### config.mk
export PLATFORM = sky130hd
export DESIGN_NAME = ram_fifo_ctrl
export DESIGN_NICKNAME = d
export VERILOG_FILES = /design/src/rtl/ram_fifo_ctrl.sv
export SDC_FILE = /design/constraint.sdc
export NUM_CORES = 1
export LEC_CHECK = 0
export ABC_AREA = 0
export BUFFER_PORTS_ARGS = -buffer_cell sky130_fd_sc_hd__buf_2
export CORE_ASPECT_RATIO = 1.2
export CORE_MARGIN = 2
export CORE_UTILIZATION = 45
export DETAILED_ROUTE_END_ITERATION = 7
export GPL_TIMING_DRIVEN = 1
export PLACE_DENSITY = 0.79
export SLEW_MARGIN = 20
export SYNTH_ARGS = -nofsm -noshare
export SYNTH_HDL_FRONTEND = slang
export SYNTH_SLANG_ARGS = --single-unit
### constraint.sdc
create_clock -name clk -period 7.1 [get_ports clk]
set_input_delay 1.065 -clock clk [delete_from_list [all_inputs] [get_ports clk]]
set_output_delay 1.065 -clock clk [all_outputs]
set_load 0.005 [all_outputs]
### src/rtl/ram_fifo_ctrl.sv
// Show-ahead FIFO controller driving a two-port RAM: port A writes, port B reads with registered data.
// Optional FIFO_CTRL_LEVEL_EN adds the level/almost_full status ports and the AF_MARGIN parameter.
module ram_fifo_ctrl #(
  parameter int DW = 8,
  parameter int AW = 6
`ifdef FIFO_CTRL_LEVEL_EN
  ,
  parameter int AF_MARGIN = 4
`endif
) (
  input  logic          clk,
  input  logic          rst_n,
  input  logic          in_valid,
  input  logic [DW-1:0] in_data,
  output logic          in_ready,
  output logic          out_valid,
  output logic [DW-1:0] out_data,
  input  logic          out_ready,
  output logic [DW-1:0] ram_data_a,
  output logic [AW-1:0] ram_addr_a,
  output logic          ram_we_a,
  output logic          ram_rd_a,
  output logic [DW-1:0] ram_data_b,
  output logic [AW-1:0] ram_addr_b,
  output logic          ram_we_b,
  output logic          ram_rd_b,
  input  logic [DW-1:0] ram_qb
`ifdef FIFO_CTRL_LEVEL_EN
  ,
  output logic [AW+1:0] level,
  output logic          almost_full
`endif
);

  localparam int DEPTH = 1 << AW;

  logic [AW-1:0] wr_ptr_q, wr_ptr_d;
  logic [AW-1:0] rd_ptr_q, rd_ptr_d;
  logic [AW:0]   cnt_q, cnt_d;
  logic          out_valid_q, out_valid_d;
  logic          push, pop, issue;

  always_comb begin
    in_ready    = (cnt_q != (AW+1)'(DEPTH));
    push        = in_valid & in_ready;
    pop         = out_valid_q & out_ready;
    issue       = (cnt_q != '0) & (~out_valid_q | out_ready);
    wr_ptr_d    = push  ? wr_ptr_q + 1'b1 : wr_ptr_q;
    rd_ptr_d    = issue ? rd_ptr_q + 1'b1 : rd_ptr_q;
    cnt_d       = cnt_q + (AW+1)'(push) - (AW+1)'(issue);
    out_valid_d = issue ? 1'b1 : (pop ? 1'b0 : out_valid_q);
  end

  always_ff @(posedge clk) begin
    if (!rst_n) begin
      wr_ptr_q    <= '0;
      rd_ptr_q    <= '0;
      cnt_q       <= '0;
      out_valid_q <= 1'b0;
    end else begin
      wr_ptr_q    <= wr_ptr_d;
      rd_ptr_q    <= rd_ptr_d;
      cnt_q       <= cnt_d;
      out_valid_q <= out_valid_d;
    end
  end

  // The RAM's registered port-B output is the output stage; it holds while ram_rd_b is low.
  assign out_valid  = out_valid_q;
  assign out_data   = ram_qb;
  assign ram_data_a = in_data;
  assign ram_addr_a = wr_ptr_q;
  assign ram_we_a   = push;
  assign ram_rd_a   = 1'b0;
  assign ram_data_b = '0;
  assign ram_addr_b = rd_ptr_q;
  assign ram_we_b   = 1'b0;
  assign ram_rd_b   = issue;

`ifdef FIFO_CTRL_LEVEL_EN
  assign level       = (AW+2)'(cnt_q) + (AW+2)'(out_valid_q);
  assign almost_full = (level >= (AW+2)'(DEPTH + 1 - AF_MARGIN));
`endif

endmodule

==> results of run 1 <==
==> how the worst max path moves through the flow <==
stage                           to  cells past startpoint
2_1_floorplan  cnt_q[6]$_SDFF_PN0_                     12
3_3_place_gp   cnt_q[6]$_SDFF_PN0_                     13
3_5_place_dp   cnt_q[6]$_SDFF_PN0_                     13
4_1_cts        cnt_q[6]$_SDFF_PN0_                     13
5_1_grt        cnt_q[6]$_SDFF_PN0_                     13
6_report       cnt_q[6]$_SDFF_PN0_                     13
==> where the power goes <==
group	leakage, nW	internal, mW	switching [mW]
registers	0.164	0.140	0.0293
logic	0.397	0.125	0.151
clock network	0.0210	0.0312	0.0342
total	0.582	0.297	0.215
==> critical path, delay by kind of cell <==
kind                       cells  cell delay (ps)
buffers and inverters          4              300
adders and majority gates      3              820
AOI/OAI and AO/OA              4              620
and+or+nand+nor                2              470
==> final cells by class <==
type,count,area share [%]
multi-input combinational,101,53.54
sequential,20,29.85
timing repair buffer,19,7.090
inverter,13,3.638
tap,34,3.172
clock buffer,4,2.705
==> synthesized netlist by cell type (2+ instances only) <==
cell type  instances  area, um2
a21oi_1            5      25.02
a31oi_1            2      12.51
buf_4             26      195.2
clkbuf_1           2      7.510
dfxtp_1           20      400.4
ha_1              11      137.6
inv_1             13      48.80
nand2_1            6      22.52
nand2b_1           4      25.02
nand3_1            6      30.03
nand4_1            3      18.77
nor2_1            13      48.80
nor2b_1            2      12.51
o211ai_1           2      15.01
o21ai_0            5      25.02
o311ai_0           2      17.52
o31ai_1            2      15.01
xnor2_1            6      52.55
xor2_1             3      26.28
==> cell families after synthesis <==
kind of cell | count (synthesis)
xor+xnor | 9
other cells | 1
buf+inv | 42
compound gates | 25
fa+ha+maj | 12
mux | 1
flops | 20
simple gates | 44
==> state kept, by name, summed over array words and instances (netlist names) <==
signal / count
cnt_q: 7
out_valid: 1
ram_addr_b: 6
ram_addr_a: 6
==> stage by stage <==
| stage | hold slack [ps] | worst slack, ps | total power, mW | instance area, um2 | cells |
|---|---|---|---|---|---|
| 6_report | 498.3 | 3967 | 0.5112 | 1341 | 191 |
| 5_1_grt | 531.7 | 3692 | 0.5662 | 1341 | 191 |
| 4_1_cts | 502.5 | 3960 | 0.5141 | 1341 | 191 |
| 3_5_place_dp | 485.5 | 3640 | 0.4476 | 1305 | 187 |
| 3_3_place_gp | 464.3 | 3804 | 0.4252 | 1305 | 187 |
| 2_1_floorplan | 468.2 | 3976 | 0.3932 | 1381 | 163 |
==> routing by layer <==
layer / part of all wire (%) / global-route usage (%) / vias up
li1: - / - / 495
met1: 38 / 16.98 / 482
met2: 51 / 28.20 / 36
met3: 5.8 / 2.103 / 14
met5: 0 / 0 / -
met4: 4.3 / 11.54 / 0
==> impl_results.md, run 1 <==
- Synth Flop Type: dfxtp_1
- Final TNS setup: 0 ps
- Cell Pwr Density: 381.1 nW/um2
- Antenna diode instance count: 0
- Startpoint types: input pin
- Post-synthesis compound-gate area fraction: about an eighth
- Hold Path Class: flop to flop
- Crit path top cell by count: inv_1
- Footprint of the multi-input gates: 718.2 um2
- Worst setup EP type: flop
- Critical path's slowest cell: fa_1
- Max_cap viols: 0
- Ys Warns: 0
- Final Cycle Share: 44.13%
- Reg area: roughly 400 um2
- Fill cells: 270
- Simple-Gate Fraction of Synth Area: 18.94%
- Die Y: approximately 64 um
- R2r setup slk: 4170 ps
- Status: complete, no violations
- WS Path Type: input pin to flop
- DRC errors left: 0
- Post-Route WL: 2518 um
- Commonest non-fill, non-tap cell in the layout: dfxtp_1
- EDFF count, synth: 0
- Setup Fix Bufs, Post-CTS: 0
- CTS HTree Levels: 1
- Sequential-to-total area share from yosys stat: between 20% and 30%
- Initial Util: 47.93%
- #FFs+latches synth: 20
- Worst r2r path cells: 14
- Reg2reg end: cnt_q[6]$_SDFF_PN0_
- Num CTS Buffers: 3
- Setup violators final: 0
- RSZ-0062 raised after global routing: no
- Xor-xnor portion of the synthesized cell area: 5.850%
- Num rows: 21
- Skew final: between 6 and 7 ps
- Port bufs: 19
- FMAX: ~320 MHz
- Max Root-Sink Buffers: 2
- DR WL/cell: 13.18 um
- Arr. time, crit path: 3290 ps
- Crit Reg-Reg Startpoint: cnt_q[2]$_SDFF_PN0_
- Post-CTS sizing: 0
- Final Core Density: 47.71%
- Slew @ Worst Pin: 503.7 ps
- CP max FO: 8
- Die footprint: 3450 um2
- TritonRoute pass-1 iters: 2
- Antenna violations before repair: 0
- Largest net degree at the start of global routing: 16
- Hpwl dp: 2001 um
- DR vias/cell: 5.377
- Crit-path cells: buf_2 > or2b_4 > o21ai_4 > inv_1 > ha_1 > inv_1 > ha_1 > inv_1 > fa_1 > nor2b_1 > o311ai_1 > a41oi_1 > o311ai_0
- Die Wd: 53.96 um
- Via count: 1027
- VDD IR max: 0.0001563 V
- CTS tree: built
- GP Congestion: 0.7883
- Worst skew pair latency: between 200 and 300 ps
- Most frequent cells in the layout: dfxtp_1, buf_2, inv_1, nor2_1, ha_1
- Io pins: between 60 and 70
- Largest family of logic cells by synthesized area: buffers and inverters
- Hold_buf cts: 0
- Antenna-violating nets left: 0
- Fin crit period: around 3100 ps
- Worst hold start: ram_addr_b[4]$_SDFFE_PN0P_
- Overflow after GRT: 0
- Clock Sink Count: 20
- Total GRT Usage: 16.22%
- Avg Inst Size Synth: 8.750 um2
- Asr flop ratio synth: 0%
- Worst path max stage delay: 370 ps
- Synthesized cell area: 1348 um2
- Synth cell types: 40
- Fin. Hold Viols: 0
- Core region area: 2811 um2
- Mux contribution to synthesized area: 0.7428%
- DRT iter0 DRCs: 22
- Synth Instances: 154
- Nets: between 150 and 200
- Leakage Power: around 0.58 nW
- Hold Path End: ram_addr_b[4]$_SDFFE_PN0P_
- Root buffer cell: clkbuf_4
- Post-synthesis adder-cell area fraction: 11.70%
- First-pass GRT wire length: around 4300 um
- Crit path from: out_ready
- Hold path cells: 2
- Required time of the critical path: between 7000 and 8000 ps
- Final-report max-slew violation count: 0
- Share of cells above drive strength 1: 17.83%
- Area grow syn2layout: -0.4640%
- Slew Limit Headroom: 66.38%
- Worst-path clk slew: around 110 ps
- Vias in the first global route: 998
Power figures use the tool's default switching activity.
==> run 2: changes to the inputs <==
==> constraint.sdc (replaced) <==
create_clock -name clk -period 3.04 [get_ports clk]
set_input_delay 0.456 -clock clk [delete_from_list [all_inputs] [get_ports clk]]
set_output_delay 0.456 -clock clk [all_outputs]
set_load 0.005 [all_outputs]
==> run 2 against run 1 <==
Critical path depth increased by 1. Via count decreased by 2.0%. Wire length decreased by 3.0%. Register-to-register slack got worse by 3900 ps. Cell area decreased by 0.47%. Critical endpoint unchanged. Sequential cell count unchanged. Clock power increased by 83%. Largest power group unchanged. Clock skew increased by 2.1 ps. Critical path type is now flop to flop.
==> impl_results.md, run 2 (synthesis results as in run 1) <==
- Status: complete, no violations (unchanged)
- Overflow after GRT: 0 (unchanged)
- Setup violators final: 0 (unchanged)
- Antenna-violating nets left: 0 (unchanged)
- Worst setup EP type: flop (unchanged)
- Commonest non-fill, non-tap cell in the layout: dfxtp_1 (unchanged)
- Die Wd: 53.96 um (unchanged)
- RSZ-0062 raised after global routing: no (unchanged)
- Root buffer cell: clkbuf_4 (unchanged)
- Max Root-Sink Buffers: 2 (unchanged)
- DRC errors left: 0 (unchanged)
- R2r setup slk: 260 ps (was 4170 ps)
- Dpl cells: 187 (unchanged)
- Worst r2r path cells: 14 (unchanged)
- Hold path cells: 3 (was 2)
- Share of cells above drive strength 1: 17.83% (unchanged)
- Worst-path clk slew: 110 ps (about the same)
- Largest register FFs: 7 (unchanged)
- VDD IR max: 0.0004136 V (was 0.0001563 V)
- Number of non-filler instances in the completed layout: 191 (unchanged)
- Num CTS Buffers: 3 (unchanged)
- Worst skew pair latency: 290 ps (about the same)
- Top delay family on crit path: adder cells (unchanged)
- CTS tree: built (unchanged)
- Crit-path cells: inv_1 > ha_1 > nand4bb_4 > o21ai_4 > inv_1 > ha_1 > inv_1 > ha_1 > inv_1 > fa_1 > nor2b_1 > o311ai_1 > a41oi_1 > o311ai_1 (was buf_2 > or2b_4 > o21ai_4 > inv_1 > ha_1 > inv_1 > ha_1 > inv_1 > fa_1 > nor2b_1 > o311ai_1 > a41oi_1 > o311ai_0)
- Vias in the first global route: 952 (was 998)
- Post-Route WL: 2443 um (was 2518 um)
- Slew @ Worst Pin: 500.9 ps (was 503.7 ps)
- Final TNS setup: 0 ps (unchanged)
- Hold Path Class: input pin to flop (was flop to flop)
- Hold Path End: out_valid$_SDFFE_PN0P_ (was ram_addr_b[4]$_SDFFE_PN0P_)
- Fin. Hold Viols: 0 (unchanged)
- Footprint of the multi-input gates: 718.2 um2 (unchanged)
- Antenna diode instance count: 0 (unchanged)
- Via count: 1006 (was 1027)
- Clock Sink Count: 20 (unchanged)
- Final-report max-slew violation count: 0 (unchanged)
- CTS HTree Levels: 1 (unchanged)
- Reg2reg end: cnt_q[6]$_SDFF_PN0_ (unchanged)
- Worst path max stage delay: 370 ps (about the same)
- Final Cycle Share: 91.59%
- Slew Limit Headroom: 66.57% (was 66.38%)
- Leakage Power: 0.5811 nW (was 0.5822 nW)
- DR WL/cell: 12.79 um (was 13.18 um)
- DR vias/cell: 5.267 (was 5.377)
- GP Congestion: 0.7747 (was 0.7883)
- Area grow syn2layout: -0.9285% (was -0.4640%)
- TritonRoute pass-1 iters: 4 (was 2)
- Total GRT Usage: 15.74% (was 16.22%)
- Worst hold start: out_ready (was ram_addr_b[4]$_SDFFE_PN0P_)
- Largest net degree at the start of global routing: 16 (unchanged)
- Crit path top cell by count: inv_1 (unchanged)
- WS Path Type: flop to flop (was input pin to flop)
- Critical path's slowest cell: fa_1 (unchanged)
- Die Y: 63.95 um (unchanged)
- Cell Pwr Density: 864.1 nW/um2 (was 381.1 nW/um2)
- Worst Path Buf+Inv: 4 (unchanged)
- Core region area: 2811 um2 (unchanged)
- Crit Reg-Reg Startpoint: cnt_q[3]$_SDFF_PN0_ (was cnt_q[2]$_SDFF_PN0_)
- First-pass GRT wire length: 4174 um (was 4284 um)
- Pwr Total: 1.154 mW (was 511.2 uW)
- Antenna violations before repair: 0 (unchanged)
- Max_cap viols: 0 (unchanged)
- Io pins: 62 (unchanged)
- FMAX: 359.2 MHz
- DRT iter0 DRCs: 29 (was 22)
- Nets: 191 (was 190)
- Skew final: 9.096 ps (was 6.976 ps)
- Final Core Density: 47.49% (was 47.71%)
- Reg area: 400.4 um2 (unchanged)
- Reg with most FFs: cnt_q (unchanged)
- Fill cells: 269 (was 270)
- Num rows: 21 (unchanged)
- Hpwl dp: 1937 um (was 2001 um)
- Arr. time, crit path: 2950 ps (was 3290 ps)
- Port bufs: 19 (unchanged)
- Most frequent cells in the layout: dfxtp_1, buf_2, inv_1, nor2_1, ha_1 (unchanged)
- Initial Util: 47.93% (unchanged)
- Required time of the critical path: 3210 ps (was 7250 ps)
- Startpoint types: flop (was input pin)
- Fin crit period: 2784 ps
- Die footprint: 3450 um2 (unchanged)
- CP max FO: 4 (was 8)
==> run 2: changes by cell type in the layout (fill, tap and decap cells not counted) <==
cell,change
o311ai_0,-1
o311ai_1,+1
clkbuf_8,-1
buf_4,+1
==> run 2: worst max path at each step <==
stage                        start                   to  slack, ps  cells after the start
3_3_place_gp   cnt_q[3]$_SDFF_PN0_  cnt_q[6]$_SDFF_PN0_        290                     14
3_5_place_dp   cnt_q[2]$_SDFF_PN0_  cnt_q[6]$_SDFF_PN0_        130                     13
6_report       cnt_q[3]$_SDFF_PN0_  cnt_q[6]$_SDFF_PN0_        260                     14
2_1_floorplan  cnt_q[2]$_SDFF_PN0_  cnt_q[6]$_SDFF_PN0_        430                     14
5_1_grt        cnt_q[3]$_SDFF_PN0_  cnt_q[6]$_SDFF_PN0_         10                     14
4_1_cts        cnt_q[3]$_SDFF_PN0_  cnt_q[6]$_SDFF_PN0_        110                     13
==> run 2: power by group <==
group / internal (mW) / total [mW] / switching, mW
clock network: 0.0460 / 0.120 / 0.0744
logic: 0.298 / 0.639 / 0.341
registers: 0.328 / 0.395 / 0.0665
total: 0.672 / 1.15 / 0.482
==> run 2: per-stage QoR <==
step / cell area [um2] / hold WS, ps / setup slack [ps]
6_report: 1335 / 497.5 / 255.8
5_1_grt: 1335 / 531.6 / 11.94
4_1_cts: 1328 / 497.4 / 105.1
3_5_place_dp: 1305 / 509.1 / 131.5
3_3_place_gp: 1305 / 465.3 / 291.7
2_1_floorplan: 1381 / 468.2 / 431.6
==> run 2: area by class of cell <==
class / count / share of cell area [%]
inverters: 13 / 3.655
flip-flops and latches: 20 / 29.99
well taps: 34 / 3.187
multi-input cells: 101 / 53.80
clock buffers: 3 / 1.687
repair buffers: 20 / 7.685
==> run 2: per-layer routing <==
metal / GRT usage (%) / vias up / share of wire [%]
li1: - / 494 / -
met1: 17.22 / 472 / 40
met2: 27.74 / 34 / 52
met3: 2.103 / 6 / 6.1
met4: 8.654 / 0 / 1.8
met5: 0 / - / 0
==> run 2: timing repair <==
action / 4_1_cts / 5_1_grt
hold buffers: 0 / 0
setup buffers: 0 / 1
endpoints found under the setup margin: 0 / 1
resized for setup: 0 / 1
==> run 2: worst register-to-register path, delay by kind of cell, from the launching register on <==
family / cells / cell delay (ps)
fa+ha+maj: 4 / 1030
compound gates: 4 / 670
simple gates: 2 / 350
flops: 1 / 330
buf+inv: 4 / 280
